[src/rtl/uart_tx_ctrl.sv]
// uart_tx_ctrl: transmit sequencer for the UART TX path.
// Accepts bytes over a valid/ready handshake, generates the baud tick and
// drives the load/enable/key inputs of the 10-bit TX shift register
// (start bit, D0..D7 LSB-first, stop bit).
//
// Optional feature macro: UART_TX_FIFO_EN adds a FIFO_DEPTH-entry input FIFO.
//
// Parameters:
//   CLKS_PER_BIT  clk cycles per UART bit (2..65535)
//   FIFO_DEPTH    input FIFO entries (power of two, >= 2), FIFO build only
// Ports:
//   clk           clock, rising edge
//   reset         synchronous, active-high reset
//   tx_data       byte to send
//   tx_valid      tx_data is valid
//   tx_ready      byte accepted on this cycle's edge when tx_valid is high
//   shift_load    one-cycle load strobe to the shift register
//   shift_key     byte presented to the shift register (valid with shift_load)
//   shift_enable  one-cycle bit-tick strobe to the shift register
//   busy          frame in progress
//   done          one-cycle pulse when the stop bit period ends
module uart_tx_ctrl #(
    parameter int unsigned CLKS_PER_BIT = 868,
    parameter int unsigned FIFO_DEPTH   = 4
) (
    input  logic       clk,
    input  logic       reset,
    input  logic [7:0] tx_data,
    input  logic       tx_valid,
    output logic       tx_ready,
    output logic       shift_load,
    output logic [7:0] shift_key,
    output logic       shift_enable,
    output logic       busy,
    output logic       done
);

    localparam int unsigned BCNT_W = (CLKS_PER_BIT > 1) ? $clog2(CLKS_PER_BIT) : 1;
    localparam logic [BCNT_W-1:0] BCNT_MAX = BCNT_W'(CLKS_PER_BIT - 1);
    localparam logic [3:0] LAST_BIT = 4'd9;

    // Elaboration-time parameter sanity checks.
    if (CLKS_PER_BIT < 2 || CLKS_PER_BIT > 65535) begin : g_bad_cpb
        $error("uart_tx_ctrl: CLKS_PER_BIT out of range");
    end
    if (FIFO_DEPTH < 2 || (FIFO_DEPTH & (FIFO_DEPTH - 1)) != 0) begin : g_bad_depth
        $error("uart_tx_ctrl: FIFO_DEPTH must be a power of two >= 2");
    end

    typedef enum logic [1:0] {
        S_IDLE,
        S_LOAD,
        S_SHIFT
    } state_e;

    state_e              state_q, state_d;
    logic [BCNT_W-1:0]   bcnt_q, bcnt_d;
    logic [3:0]          bitn_q, bitn_d;
    logic [7:0]          hold_q, hold_d;
    logic                tx_ready_q, tx_ready_d;
    logic                shift_load_q, shift_load_d;
    logic [7:0]          shift_key_q, shift_key_d;
    logic                shift_enable_q, shift_enable_d;
    logic                busy_q, busy_d;
    logic                done_q, done_d;
    logic                push;

`ifdef UART_TX_FIFO_EN
    localparam int unsigned PTR_W = $clog2(FIFO_DEPTH);
    localparam int unsigned CNT_W = PTR_W + 1;

    logic [7:0]       mem_q [FIFO_DEPTH];
    logic [7:0]       mem_d [FIFO_DEPTH];
    logic [PTR_W-1:0] rd_ptr_q, rd_ptr_d;
    logic [PTR_W-1:0] wr_ptr_q, wr_ptr_d;
    logic [CNT_W-1:0] cnt_q, cnt_d;
    logic             pop;
    logic             bypass;
`endif

    // Ready is registered but forced low for the whole reset cycle.
    assign tx_ready     = tx_ready_q && !reset;
    assign shift_load   = shift_load_q;
    assign shift_key    = shift_key_q;
    assign shift_enable = shift_enable_q;
    assign busy         = busy_q;
    assign done         = done_q;

    // Next-state, counters, FIFO bookkeeping and next-cycle outputs.
    always_comb begin
        state_d = state_q;
        bcnt_d  = bcnt_q;
        bitn_d  = bitn_q;
        hold_d  = hold_q;
        push    = tx_valid && tx_ready;
`ifdef UART_TX_FIFO_EN
        pop      = 1'b0;
        bypass   = 1'b0;
        mem_d    = mem_q;
        rd_ptr_d = rd_ptr_q;
        wr_ptr_d = wr_ptr_q;
`endif

        case (state_q)
            S_IDLE: begin
`ifdef UART_TX_FIFO_EN
                // Empty FIFO and idle FSM: take the byte straight into hold.
                if (cnt_q != '0) begin
                    pop     = 1'b1;
                    hold_d  = mem_q[rd_ptr_q];
                    state_d = S_LOAD;
                end else if (push) begin
                    bypass  = 1'b1;
                    hold_d  = tx_data;
                    state_d = S_LOAD;
                end
`else
                if (push) begin
                    hold_d  = tx_data;
                    state_d = S_LOAD;
                end
`endif
            end
            S_LOAD: begin
                bcnt_d  = '0;
                bitn_d  = 4'd0;
                state_d = S_SHIFT;
            end
            S_SHIFT: begin
                if (bcnt_q == BCNT_MAX) begin
                    bcnt_d = '0;
                    if (bitn_q == LAST_BIT) begin
                        state_d = S_IDLE;
`ifdef UART_TX_FIFO_EN
                        // Chain the next queued byte with no idle cycle.
                        if (cnt_q != '0) begin
                            pop     = 1'b1;
                            hold_d  = mem_q[rd_ptr_q];
                            state_d = S_LOAD;
                        end
`endif
                    end else begin
                        bitn_d = bitn_q + 4'd1;
                    end
                end else begin
                    bcnt_d = bcnt_q + BCNT_W'(1);
                end
            end
            default: state_d = S_IDLE;
        endcase

`ifdef UART_TX_FIFO_EN
        if (push && !bypass) begin
            mem_d[wr_ptr_q] = tx_data;
            wr_ptr_d        = wr_ptr_q + PTR_W'(1);
        end
        if (pop) begin
            rd_ptr_d = rd_ptr_q + PTR_W'(1);
        end
        cnt_d      = cnt_q + CNT_W'(push && !bypass) - CNT_W'(pop);
        tx_ready_d = (cnt_d != CNT_W'(FIFO_DEPTH));
`else
        tx_ready_d = (state_d == S_IDLE);
`endif

        // Outputs are registered copies of what the next state implies.
        shift_load_d   = (state_d == S_LOAD);
        shift_key_d    = (state_d == S_LOAD) ? hold_d : shift_key_q;
        shift_enable_d = (state_d == S_SHIFT) && (bcnt_d == BCNT_MAX);
        done_d         = shift_enable_d && (bitn_d == LAST_BIT);
        busy_d         = (state_d != S_IDLE);
    end

    // State, counters and output registers.
    always_ff @(posedge clk) begin
        if (reset) begin
            state_q        <= S_IDLE;
            bcnt_q         <= '0;
            bitn_q         <= 4'd0;
            hold_q         <= 8'h00;
            tx_ready_q     <= 1'b1;
            shift_load_q   <= 1'b0;
            shift_key_q    <= 8'h00;
            shift_enable_q <= 1'b0;
            busy_q         <= 1'b0;
            done_q         <= 1'b0;
`ifdef UART_TX_FIFO_EN
            rd_ptr_q       <= '0;
            wr_ptr_q       <= '0;
            cnt_q          <= '0;
`endif
        end else begin
            state_q        <= state_d;
            bcnt_q         <= bcnt_d;
            bitn_q         <= bitn_d;
            hold_q         <= hold_d;
            tx_ready_q     <= tx_ready_d;
            shift_load_q   <= shift_load_d;
            shift_key_q    <= shift_key_d;
            shift_enable_q <= shift_enable_d;
            busy_q         <= busy_d;
            done_q         <= done_d;
`ifdef UART_TX_FIFO_EN
            rd_ptr_q       <= rd_ptr_d;
            wr_ptr_q       <= wr_ptr_d;
            cnt_q          <= cnt_d;
`endif
        end
    end

`ifdef UART_TX_FIFO_EN
    // FIFO storage; emptied logically by the pointer reset.
    always_ff @(posedge clk) begin
        mem_q <= mem_d;
    end
`endif

endmodule

[config.mk]
export PLATFORM = sky130hd
export DESIGN_NAME = uart_tx_ctrl
export DESIGN_NICKNAME = d
export VERILOG_FILES = /design/src/rtl/uart_tx_ctrl.sv
export SDC_FILE = /design/constraint.sdc
export NUM_CORES = 1
export LEC_CHECK = 0
export CELL_PAD_IN_SITES_DETAIL_PLACEMENT = 1
export CELL_PAD_IN_SITES_GLOBAL_PLACEMENT = 2
export CORE_ASPECT_RATIO = 1.4
export CORE_MARGIN = 3
export CORE_UTILIZATION = 33
export CTS_CLUSTER_DIAMETER = 60
export DETAILED_ROUTE_END_ITERATION = 12
export HOLD_SLACK_MARGIN = 0.05
export PLACE_DENSITY = 0.77
export SLEW_MARGIN = 20
export SYNTH_ARGS = -nofsm -noshare
export SYNTH_HDL_FRONTEND = slang
export SYNTH_SLANG_ARGS = --single-unit
[constraint.sdc]
create_clock -name clk -period 2.7 [get_ports clk]
set_input_delay 0.27 -clock clk [delete_from_list [all_inputs] [get_ports clk]]
set_output_delay 0.27 -clock clk [all_outputs]
set_load 0.02 [all_outputs]
==> key figures <==
STA
  • Setup TNS: 0 ns
  • Hold Vio Cnt, Final: 0
  • Max-slew headroom: 66.9%
  • Worst clock skew: 0.00637 ns
  • Final Slew Violations: 0
  • Tmin final: 2.47 ns
  • RSZ-0062 raised after global routing: no
  • Period utilization: 91.5%
  • Slew at the pin closest to its max-slew limit: 0.492 ns
  • Setup violators final: 0
  • Max Freq: 0.405 GHz
  • Post-route setup slack: 0.230 ns

Global route
  • First-pass GRT wire length: 7440 um
  • Global Route Usage Sum: 14.2%
  • Number of global-route vias before repair: 1574
  • Initial antenna violation count: 0
  • Largest net degree at the start of global routing: 25
  • GRT Residual Overflow: 0

Final layout
  • Fraction of layout instances using a drive strength above 1: 10.3%
  • Total Nets Final: 249
  • Synth-to-Final Area Change: 21.8%
  • Most frequent cells in the layout: dfxtp_1 (37), nand2_1 (28), nor2_1 (23), clkdlybuf4s50_1 (23), nor2b_1 (14)
  • Ant. Diodes: 0
  • Leading cell type in the layout, fill and taps excluded: dfxtp_1

Synth
  • Mux contribution to synthesized area: 6.18%
  • Synth Area in Adders: 4.70%
  • Fraction of synthesis flops using an asynchronous set or reset pin: 0%
  • Main flop type after synthesis: dfxtp_1
  • Synth Area per Inst: 8.91 um2
  • Post-synthesis simple-gate area fraction: 29.2%
  • Synth Warn #: 0
  • Largest family of logic cells by synthesized area: simple AND/OR/NAND/NOR gates
  • Synth Area in Compound Gates: 11.8%
  • Mapped Nets: 227
  • Synthesized cell area: 0.00186 mm2
  • Xor and xnor area share after synthesis: 3.76%
  • Seq/Total Area, Yosys: 39.8%
  • Yosys reg bits: 37
  • Syn Inst Count: 209
  • Synth cell types: 48
  • Number of flops mapped to enable cells by yosys: 0

Clocking
  • Clock slew at reported path FFs: 0.08 ns
  • Clk buf depth: 2
  • CTS Hold Bufs: 0
  • H-tree Lvls: 2
  • TritonCTS clock tree: yes
  • Post-CTS setup buffer count: 0
  • CTS buffer count: 5
  • Cts repair resizes: 0
  • Clock Latency Late Sink: 0.29 ns
  • Clk sink count: 37
  • Root buffer cell: clkbuf_8

Drt
  • Routed vias: 1510
  • WL met2: 2330 um
  • ANT nets after route: 0
  • Highest metal used: met4
  • WL per Instance: 14.9 um
  • Routed metal-1 wirelength: 1900 um
  • Initial drt markers: 33
  • Final WL: 4430 um
  • Pre-antenna DRT Iters: 4
  • DR WL met3: 138 um
  • Routed vias/inst: 5.07
  • Post-route DRC: 0

Setup path
  • Setup crit end kind: flop
  • CP Class: reg2reg
  • Worst Path Required: 2.88 ns
  • R2R setup slack: 0.23 ns
  • CP max-delay cell: dfxtp_1
  • Worst path cell trace: ha_1 -> and3_1 -> nand4_1 -> a31o_2 -> nor2_4 -> mux2_2
  • Worst-case reg-to-reg path depth: 6
  • Worst reg2reg path startpoint: bcnt_q[0]
  • Max FO, Critical Path: 9
  • Slowest stage delay, CP: 0.52 ns
  • Worst EP arrival: 2.65 ns
  • Worst R2R End: shift_key[7]
  • Critical Path End: shift_key[7]
  • CP Launch Point: bcnt_q[0]
  • Critical path startpoint category: flop

Floorplanning
  • Die area: 0.00660 mm2
  • # IOs: 24
  • Die Wd: 69.5 um
  • Core area: 0.00531 mm2
  • Row Count: 31
  • Die Ht: 94.9 um
  • Starting Density: 35.1%

Power
  • Int Pwr: 1.06 mW
  • Power per cell area: 642 mW/mm2
  • Power share of the combinational group: 18.6%
  • Clock power frac: 40.4%
  • Part of the power in registers: 41.0%
  • Net Sw Power: 0.395 mW
  • LEAKAGE: 0.856 nW
  • Total Power: 1.46 mW
  • Max VDD drop: 0.000217 V
  • Sw Share: 27.1%

Placed design
  • Gpl congestion: 0.732
  • DP Wirelength: 3280 um
  • I/O Buffers: 23
  • Pre-CTS WS: 0.265 ns

Outcome
  • Status: completed

Min path
  • Hold crit path type: reg2reg

Job
  • Number of max-cap violations: 0
power groups by stage:
stage / Clock [mW] / Sequential (mW) / Combinational, mW
2_1_floorplan: 0 / 0.623 / 0.165
3_3_place_gp: 0 / 0.610 / 0.275
3_5_place_dp: 0 / 0.610 / 0.277
4_1_cts: 0.608 / 0.598 / 0.277
5_1_grt: 0.623 / 0.601 / 0.297
6_report: 0.589 / 0.597 / 0.271
worst min-delay path by stage:
stage	cells after the start	from	end	slack [ns]
detailed placement	2	hold_q[4]	hold_q[4]	0.45
global route	2	hold_q[3]	hold_q[3]	0.48
global placement	2	hold_q[4]	hold_q[4]	0.45
CTS	2	hold_q[4]	hold_q[4]	0.46
finish	2	hold_q[4]	hold_q[4]	0.46
floorplan	2	tx_data[0]	hold_q[0]	0.42
cells by family (layout without fill, tap and decap cells):
group | count (synthesis) | in the layout
flops | 37 | 37
compound gates | 32 | 32
fa+ha+maj | 7 | 7
mux | 10 | 10
simple gates | 97 | 97
buf+inv | 18 | 41
xor+xnor | 8 | 8
per-stage QoR:
stage	hold WS, ns	utilization (%)	cells	cell area [um2]
after floorplan	0.420	-	209	1860
after global placement	0.446	40.1	290	2130
after detailed placement	0.452	40.1	290	2130
after CTS	0.464	42.7	298	2270
after global routing	0.485	42.7	298	2270
final	0.458	42.7	298	2270
cell usage after synthesis, types with 2 or more instances:
master	instances	area, um2
dfxtp_1	37	741
nand2_1	28	105
nor2_1	23	86.3
nor2b_1	14	87.6
a21oi_1	11	55.1
inv_1	9	33.8
ha_1	7	87.6
and3_1	5	31.3
mux2_2	5	56.3
nand4_1	5	31.3
a211oi_1	4	30.0
nor3_1	4	20.0
xnor2_1	4	35.0
xor2_1	4	35.0
and3b_1	3	26.3
buf_2	3	15.0
clkbuf_1	3	11.3
mux2_1	3	33.8
nand3_1	3	15.0
a31o_2	2	17.5
a31oi_1	2	12.5
buf_6	2	22.5
nand3b_1	2	15.0
o21bai_1	2	15.0
critical path, delay by kind of cell, from the launching register on:
kind            cells  cell delay (ns)
simple gates        3             0.81
compound gates      1             0.31
flops               1             0.52
fa+ha+maj           1             0.36
mux                 1             0.37
state kept, by name, summed over array words and instances (netlist names):
signal / cells
busy: 1
done: 1
shift_enable: 1
state_q: 2
bitn_q: 4
shift_load: 1
hold_q: 8
bcnt_q: 10
tx_ready_q: 1
shift_key: 8
layout make-up:
| class | count | area (um2) |
|---|---|---|
| Clock buffer | 5 | 68.8 |
| Clock inverter | 3 | 68.8 |
| Fill cell | 639 | 3050 |
| Inverter | 9 | 33.8 |
| Multi-Input combinational cell | 154 | 1040 |
| Sequential cell | 37 | 741 |
| Tap cell | 66 | 82.6 |
| Timing Repair Buffer | 24 | 238 |
metal layers:
metal / track usage [%] / up-vias
met4: 4.89 / 0
li1: - / 763
met1: 15.2 / 717
met5: 0 / -
met3: 3.30 / 7
met2: 27.1 / 23
Power figures use the tool's default switching activity.
